### config.mk
export PLATFORM = sky130hd
export DESIGN_NAME = peripheral_bin2bcd_flat
export DESIGN_NICKNAME = d
export VERILOG_FILES = /design/src/rtl/peripheral_bin2bcd_if.sv /design/src/rtl/peripheral_bin2bcd.sv /design/src/flat_wrapper.sv
export SDC_FILE = /design/constraint.sdc
export NUM_CORES = 1
export LEC_CHECK = 0
export BUFFER_PORTS_ARGS = -buffer_cell sky130_fd_sc_hd__buf_4
export CAP_MARGIN = 0
export CORE_ASPECT_RATIO = 1.5
export CORE_MARGIN = 2
export CORE_UTILIZATION = 30
export CTS_CLUSTER_DIAMETER = 150
export DETAILED_ROUTE_END_ITERATION = 10
export GPL_TIMING_DRIVEN = 1
export PLACE_DENSITY_LB_ADDON = 0.12
export SYNTH_ARGS = -nofsm -noshare
export SYNTH_HDL_FRONTEND = slang
export SYNTH_SLANG_ARGS = --single-unit
### constraint.sdc
create_clock -name clk -period 3.4 [get_ports clk]
set_input_delay 1.02 -clock clk [delete_from_list [all_inputs] [get_ports clk]]
set_output_delay 1.02 -clock clk [all_outputs]
set_load 0.005 [all_outputs]
### src/rtl/peripheral_bin2bcd_if.sv
// CPU data-bus slice seen by the bin-to-BCD peripheral: write data, strobes,
// byte offset and registered read data.
interface peripheral_bin2bcd_if #(
  parameter int BIN_W = 16
);
  logic [BIN_W-1:0] d_in;
  logic             cs;
  logic [4:0]       addr;
  logic             rd;
  logic             wr;
  logic [31:0]      d_out;

  modport master (output d_in, cs, addr, rd, wr, input d_out);
  modport slave  (input d_in, cs, addr, rd, wr, output d_out);
endinterface

### src/rtl/peripheral_bin2bcd.sv
// Memory-mapped 16-bit binary to 5-digit packed BCD converter using a
// one-bit-per-clock shift-and-add-3 engine.
module peripheral_bin2bcd #(
  parameter int BIN_W      = 16,
  parameter int BCD_DIGITS = 5
) (
  input  logic                clk,
  input  logic                reset,
  peripheral_bin2bcd_if.slave bus
);

  localparam int BCD_W = 4 * BCD_DIGITS;
  localparam int SR_W  = BCD_W + BIN_W;
  localparam int CNT_W = $clog2(BIN_W);
  localparam logic [CNT_W-1:0] LAST_CNT = CNT_W'(BIN_W - 1);

  localparam logic [4:0] ADDR_A      = 5'h04;
  localparam logic [4:0] ADDR_START  = 5'h08;
  localparam logic [4:0] ADDR_STATUS = 5'h0C;
  localparam logic [4:0] ADDR_RESULT = 5'h10;

  typedef enum logic [1:0] {
    ST_IDLE  = 2'd0,
    ST_SHIFT = 2'd1,
    ST_DONE  = 2'd2
  } state_t;

  state_t           state_q;
  logic [BIN_W-1:0] a_q;
  logic [SR_W-1:0]  sr_q;
  logic [CNT_W-1:0] cnt_q;
  logic [BCD_W-1:0] result_q;
  logic             done_q;
  logic             busy_q;
  logic [31:0]      d_out_q;

  logic             wr_en;
  logic             rd_en;
  logic             wr_a;
  logic             start_en;
  logic [BIN_W-1:0] load_d;
  logic [SR_W-1:0]  adj_d;
  logic [SR_W-1:0]  shift_d;

  assign wr_en    = bus.cs & bus.wr;
  assign rd_en    = bus.cs & bus.rd;
  assign wr_a     = wr_en & (bus.addr == ADDR_A);
  assign start_en = wr_en & (bus.addr == ADDR_START) & bus.d_in[0];
  // A value written on the launching edge takes precedence over the stored one
  assign load_d   = wr_a ? bus.d_in : a_q;

  always_comb begin
    adj_d = sr_q;
    for (int i = 0; i < BCD_DIGITS; i++) begin
      if (sr_q[BIN_W + 4*i +: 4] >= 4'd5)
        adj_d[BIN_W + 4*i +: 4] = sr_q[BIN_W + 4*i +: 4] + 4'd3;
    end
    shift_d = {adj_d[SR_W-2:0], 1'b0};
  end

  always_ff @(posedge clk or posedge reset) begin
    if (reset) begin
      state_q  <= ST_IDLE;
      a_q      <= '0;
      sr_q     <= '0;
      cnt_q    <= '0;
      result_q <= '0;
      done_q   <= 1'b0;
      busy_q   <= 1'b0;
      d_out_q  <= '0;
    end else begin
      if (wr_a)
        a_q <= bus.d_in;

      if (rd_en) begin
        case (bus.addr)
          ADDR_STATUS: d_out_q <= {30'b0, busy_q, done_q};
          ADDR_RESULT: d_out_q <= {{(32-BCD_W){1'b0}}, result_q};
          default:     d_out_q <= '0;
        endcase
      end

      case (state_q)
        ST_IDLE, ST_DONE: begin
          if (start_en) begin
            sr_q    <= {{BCD_W{1'b0}}, load_d};
            cnt_q   <= '0;
            done_q  <= 1'b0;
            busy_q  <= 1'b1;
            state_q <= ST_SHIFT;
          end
        end
        ST_SHIFT: begin
          sr_q  <= shift_d;
          cnt_q <= cnt_q + CNT_W'(1);
          if (cnt_q == LAST_CNT) begin
            result_q <= shift_d[SR_W-1 -: BCD_W];
            done_q   <= 1'b1;
            busy_q   <= 1'b0;
            state_q  <= ST_DONE;
          end
        end
        default: state_q <= ST_IDLE;
      endcase
    end
  end

  assign bus.d_out = d_out_q;

endmodule

### src/flat_wrapper.sv
// flat-port wrapper written by rule: the top's interface ports become plain ports
module peripheral_bin2bcd_flat 
#(
  parameter int BIN_W      = 16,
  parameter int BCD_DIGITS = 5
)
  (clk, reset, bus_d_in, bus_cs, bus_addr, bus_rd, bus_wr, bus_d_out);
  peripheral_bin2bcd_if #(.BIN_W(BIN_W)) bus_i ();
  input  logic clk;
  input  logic reset;
  input wire logic [$bits(bus_i.d_in)-1:0] bus_d_in;
  input wire logic [$bits(bus_i.cs)-1:0] bus_cs;
  input wire logic [$bits(bus_i.addr)-1:0] bus_addr;
  input wire logic [$bits(bus_i.rd)-1:0] bus_rd;
  input wire logic [$bits(bus_i.wr)-1:0] bus_wr;
  output wire logic [$bits(bus_i.d_out)-1:0] bus_d_out;
  assign bus_i.d_in = bus_d_in;
  assign bus_i.cs = bus_cs;
  assign bus_i.addr = bus_addr;
  assign bus_i.rd = bus_rd;
  assign bus_i.wr = bus_wr;
  assign bus_d_out = bus_i.d_out;
  peripheral_bin2bcd #(.BIN_W(BIN_W), .BCD_DIGITS(BCD_DIGITS)) u_core (.clk(clk), .reset(reset), .bus(bus_i));
endmodule
==> impl_metrics.yaml <==
power_and_ir_drop:
  p_per_area_nw_per_um2: 664
  ir_worst_vdd_v: 0.000279
  total_power_mw: 3.70
  p_leak_nw: 2.60
final_layout:
  nFillCells: 1548
  syn_to_final_growth_pct: 17.5
  diodes: 0
  final_nets: 473
  drive_gt1_frac: 0.234
timing:
  timing.fmax_ghz: 0.459
  min_period_over_period: 0.640
  rsz0062_at_grt: "false"
  hold_viol: 0
  worst-slew-pin-transition_ns: 0.879
  fin_crit_ns: 2.18
  skew_ns: 0.00838
  report.final.slew_viol_count: 0
  relSlewSlack: 0.413
  setup_tns_ns: 0
  setup-violations-final: 0
route:
  drc_errors: 0
  dr.first_iter.drc_count: 113
  antenna_left: 0
  wire_per_inst_um: 15.0
  dr_total_vias: 3066
  firstDrtPassIters: 4
  vias_per_cell: 4.76
  wirelength_mm: 9.68
logic_synthesis:
  postSynthAreaPerCell_um2: 12.0
  netlist_area_um2: 4740
  synth_seq_cells: 100
  ys.warnings.count: 0
  synth_edf_count: 0
  async_flop_share: 1.00
  yosysSeqAreaShare: 0.528
  netlist_instances: 394
  synth.distinct_cells: 41
  ys_dominant_reg_cell: "dfrtp_1"
die:
  die_x_um: 107
  num_rows: 56
  die-area_um2: 16800
  start_util: 0.305
  fp.coreArea_um2: 15600
  ios: 58
  die_h_um: 158
cts:
  htree_levels: 3
  post_cts_resized: 0
  clock_latency_ns: 0.35
  clockBufferDepth: 2
  postCtsHoldBufs: 0
  cts_sinks: 100
  cts_tree: "built"
  cts.reportedPaths.clkPinSlew_ns: 0.07
  post_cts_buffers: 0
  cts-buffers-inserted: 9
  root_buffer: "clkbuf_16"
hold_path:
  hold_path_class: "reg2reg"
global_routing:
  track_usage: 0.122
  grt_pass1_wl_mm: 16.1
  grt_max_degree: 40
  overflow: 0
  grt_antenna_before_repair: 0
  grt_pass1_vias: 3161
placed_design:
  dp_hpwl_mm: 6.74
  gp_congestion: 0.728
  portBuffers: 45
critical_path:
  path_class: "in2reg"
  cp_slowest_cell: "and4_1"
  cp.required_ns: 3.63
  worst-path-max-fanout: 10
  crit_path_end_kind: "flip-flop"
  cp_cell_sequence: "buf_4 > and4bb_2 > and4_1 > nor3b_1 > a221o_1"
  worst_setup_path_start_kind: "primary input"
  crit_arrival_ns: 2.41
  max_stage_delay_ns: 0.53
job:
  maxCapViolations: 0
run_status:
  status: "finished, final reports clean"
==> critical path, delay by kind of cell <==
kind	cells	cell delay, ns
buffers and inverters	1	0.12
and+or+nand+nor	3	0.98
AOI/OAI and AO/OA	1	0.28
==> cells in the final DEF, fill, tap and decap left out, types with 2 or more instances in the layout <==
cell       netlist  layout
dfrtp_1        100     100
buf_4           15      52
mux2i_1         49      49
nand2_1         28      28
mux2_2          26      26
o21ai_0         26      26
a22o_1          21      21
a21oi_1         14      14
nor3b_1         12      12
conb_1           1      12
ha_1            11      11
inv_1           11      10
clkbuf_16        0       9
xnor2_1          7       7
o2bb2ai_1        7       7
nand2b_1         6       6
a221o_1          5       5
a22oi_1          4       4
nor2b_1          3       3
nor2_1           3       3
nor3_1           3       3
nand4_1          2       2
a21o_1           2       2
o21a_1           2       2
a211o_1          2       2
a32o_1           2       2
inv_6            0       2
inv_8            0       2
==> path summary, 6_finish.rpt <==
path | startpoint | endpoint | slack, ns | cells after the start
setup reg to reg | u_core.state_q[0]$_DFFE_PP0P_ | u_core.cnt_q[3]$_DFFE_PP0P_ | 1.46 | 4
hold / removal | u_core.result_q[8]$_DFFE_PP0P_ | u_core.result_q[8]$_DFFE_PP0P_ | 0.48 | 2
max in group asynchronous | reset | u_core.sr_q[18]$_DFFE_PP0P_ | 1.79 | 3
setup / recovery | bus_addr[0] | u_core.sr_q[30]$_DFFE_PP0P_ | 1.22 | 5
min in group asynchronous | reset | u_core.a_q[3]$_DFF_PP0_ | 0.84 | 2
hold reg to reg | u_core.result_q[8]$_DFFE_PP0P_ | u_core.result_q[8]$_DFFE_PP0P_ | 0.48 | 2
==> stage by stage <==
stage	std cells	setup WS (ns)	utilization	area (um2)	hold WS, ns
4_1_cts	644	1.23	0.358	5570	0.487
6_report	644	1.22	0.358	5570	0.482
2_1_floorplan	405	1.19	-	4790	0.446
5_1_grt	644	1.14	0.358	5570	0.512
3_5_place_dp	628	0.843	0.338	5260	0.467
3_3_place_gp	628	0.909	0.338	5260	0.465
==> area by class of cell <==
type / instances / area [um2] / area share
clock inverter: 6 / 78.8 / 0.0141
tap: 203 / 254 / 0.0456
inverter: 11 / 45.0 / 0.00808
multi-input combinational: 261 / 2040 / 0.367
timing repair buffer: 53 / 410 / 0.0736
clock buffer: 10 / 239 / 0.0429
sequential: 100 / 2500 / 0.449
==> cells by family after synthesis <==
| kind of cell | share of synthesized area |
|---|---|
| compound gates | 0.129 |
| xor+xnor | 0.0129 |
| fa+ha+maj | 0.0290 |
| buf+inv | 0.0499 |
| flops | 0.528 |
| mux | 0.165 |
| other cells | 0.000791 |
| simple gates | 0.0858 |
==> sequential cells by signal (all words and copies together), names as in the netlist <==
name and flops:
u_core.result_q 20, u_core.busy_q 1, u_core.a_q 16, u_core.state_q 2, u_core.cnt_q 4, u_core.done_q 1
u_core.sr_q 36, u_core.bus.d_out 20
==> where the power goes <==
group	internal, mW	total, mW	switching [mW]
combinational	0.483	0.956	0.473
clock	0.608	1.10	0.490
sequential	1.43	1.65	0.216
==> synthesized netlist by cell type, types with 2 or more instances <==
master     number  area, um2
dfrtp_1       100       2500
mux2i_1        49        490
nand2_1        28        105
mux2_2         26        293
o21ai_0        26        130
a22o_1         21        184
buf_4          15        113
a21oi_1        14       70.1
buf_2          12       60.1
nor3b_1        12       90.1
ha_1           11        138
inv_1          11       41.3
o2bb2ai_1       7       61.3
xnor2_1         7       61.3
clkbuf_1        6       22.5
nand2b_1        6       37.5
a221o_1         5       50.1
a22oi_1         4       30.0
nor2_1          3       11.3
nor2b_1         3       18.8
nor3_1          3       15.0
a211o_1         2       17.5
a21o_1          2       15.0
a32o_1          2       20.0
nand4_1         2       12.5
o21a_1          2       15.0
==> routing by layer <==
layer | global-route usage | up-vias | share of wire | routed length (um)
met5 | 0 | - | 0 | 0
met4 | 0.0575 | 0 | 0.021 | 204
met3 | 0.0259 | 13 | 0.041 | 398
met2 | 0.208 | 57 | 0.49 | 4750
met1 | 0.147 | 1513 | 0.45 | 4320
li1 | - | 1483 | - | -
No activity file was read; power rests on OpenSTA's default activity.
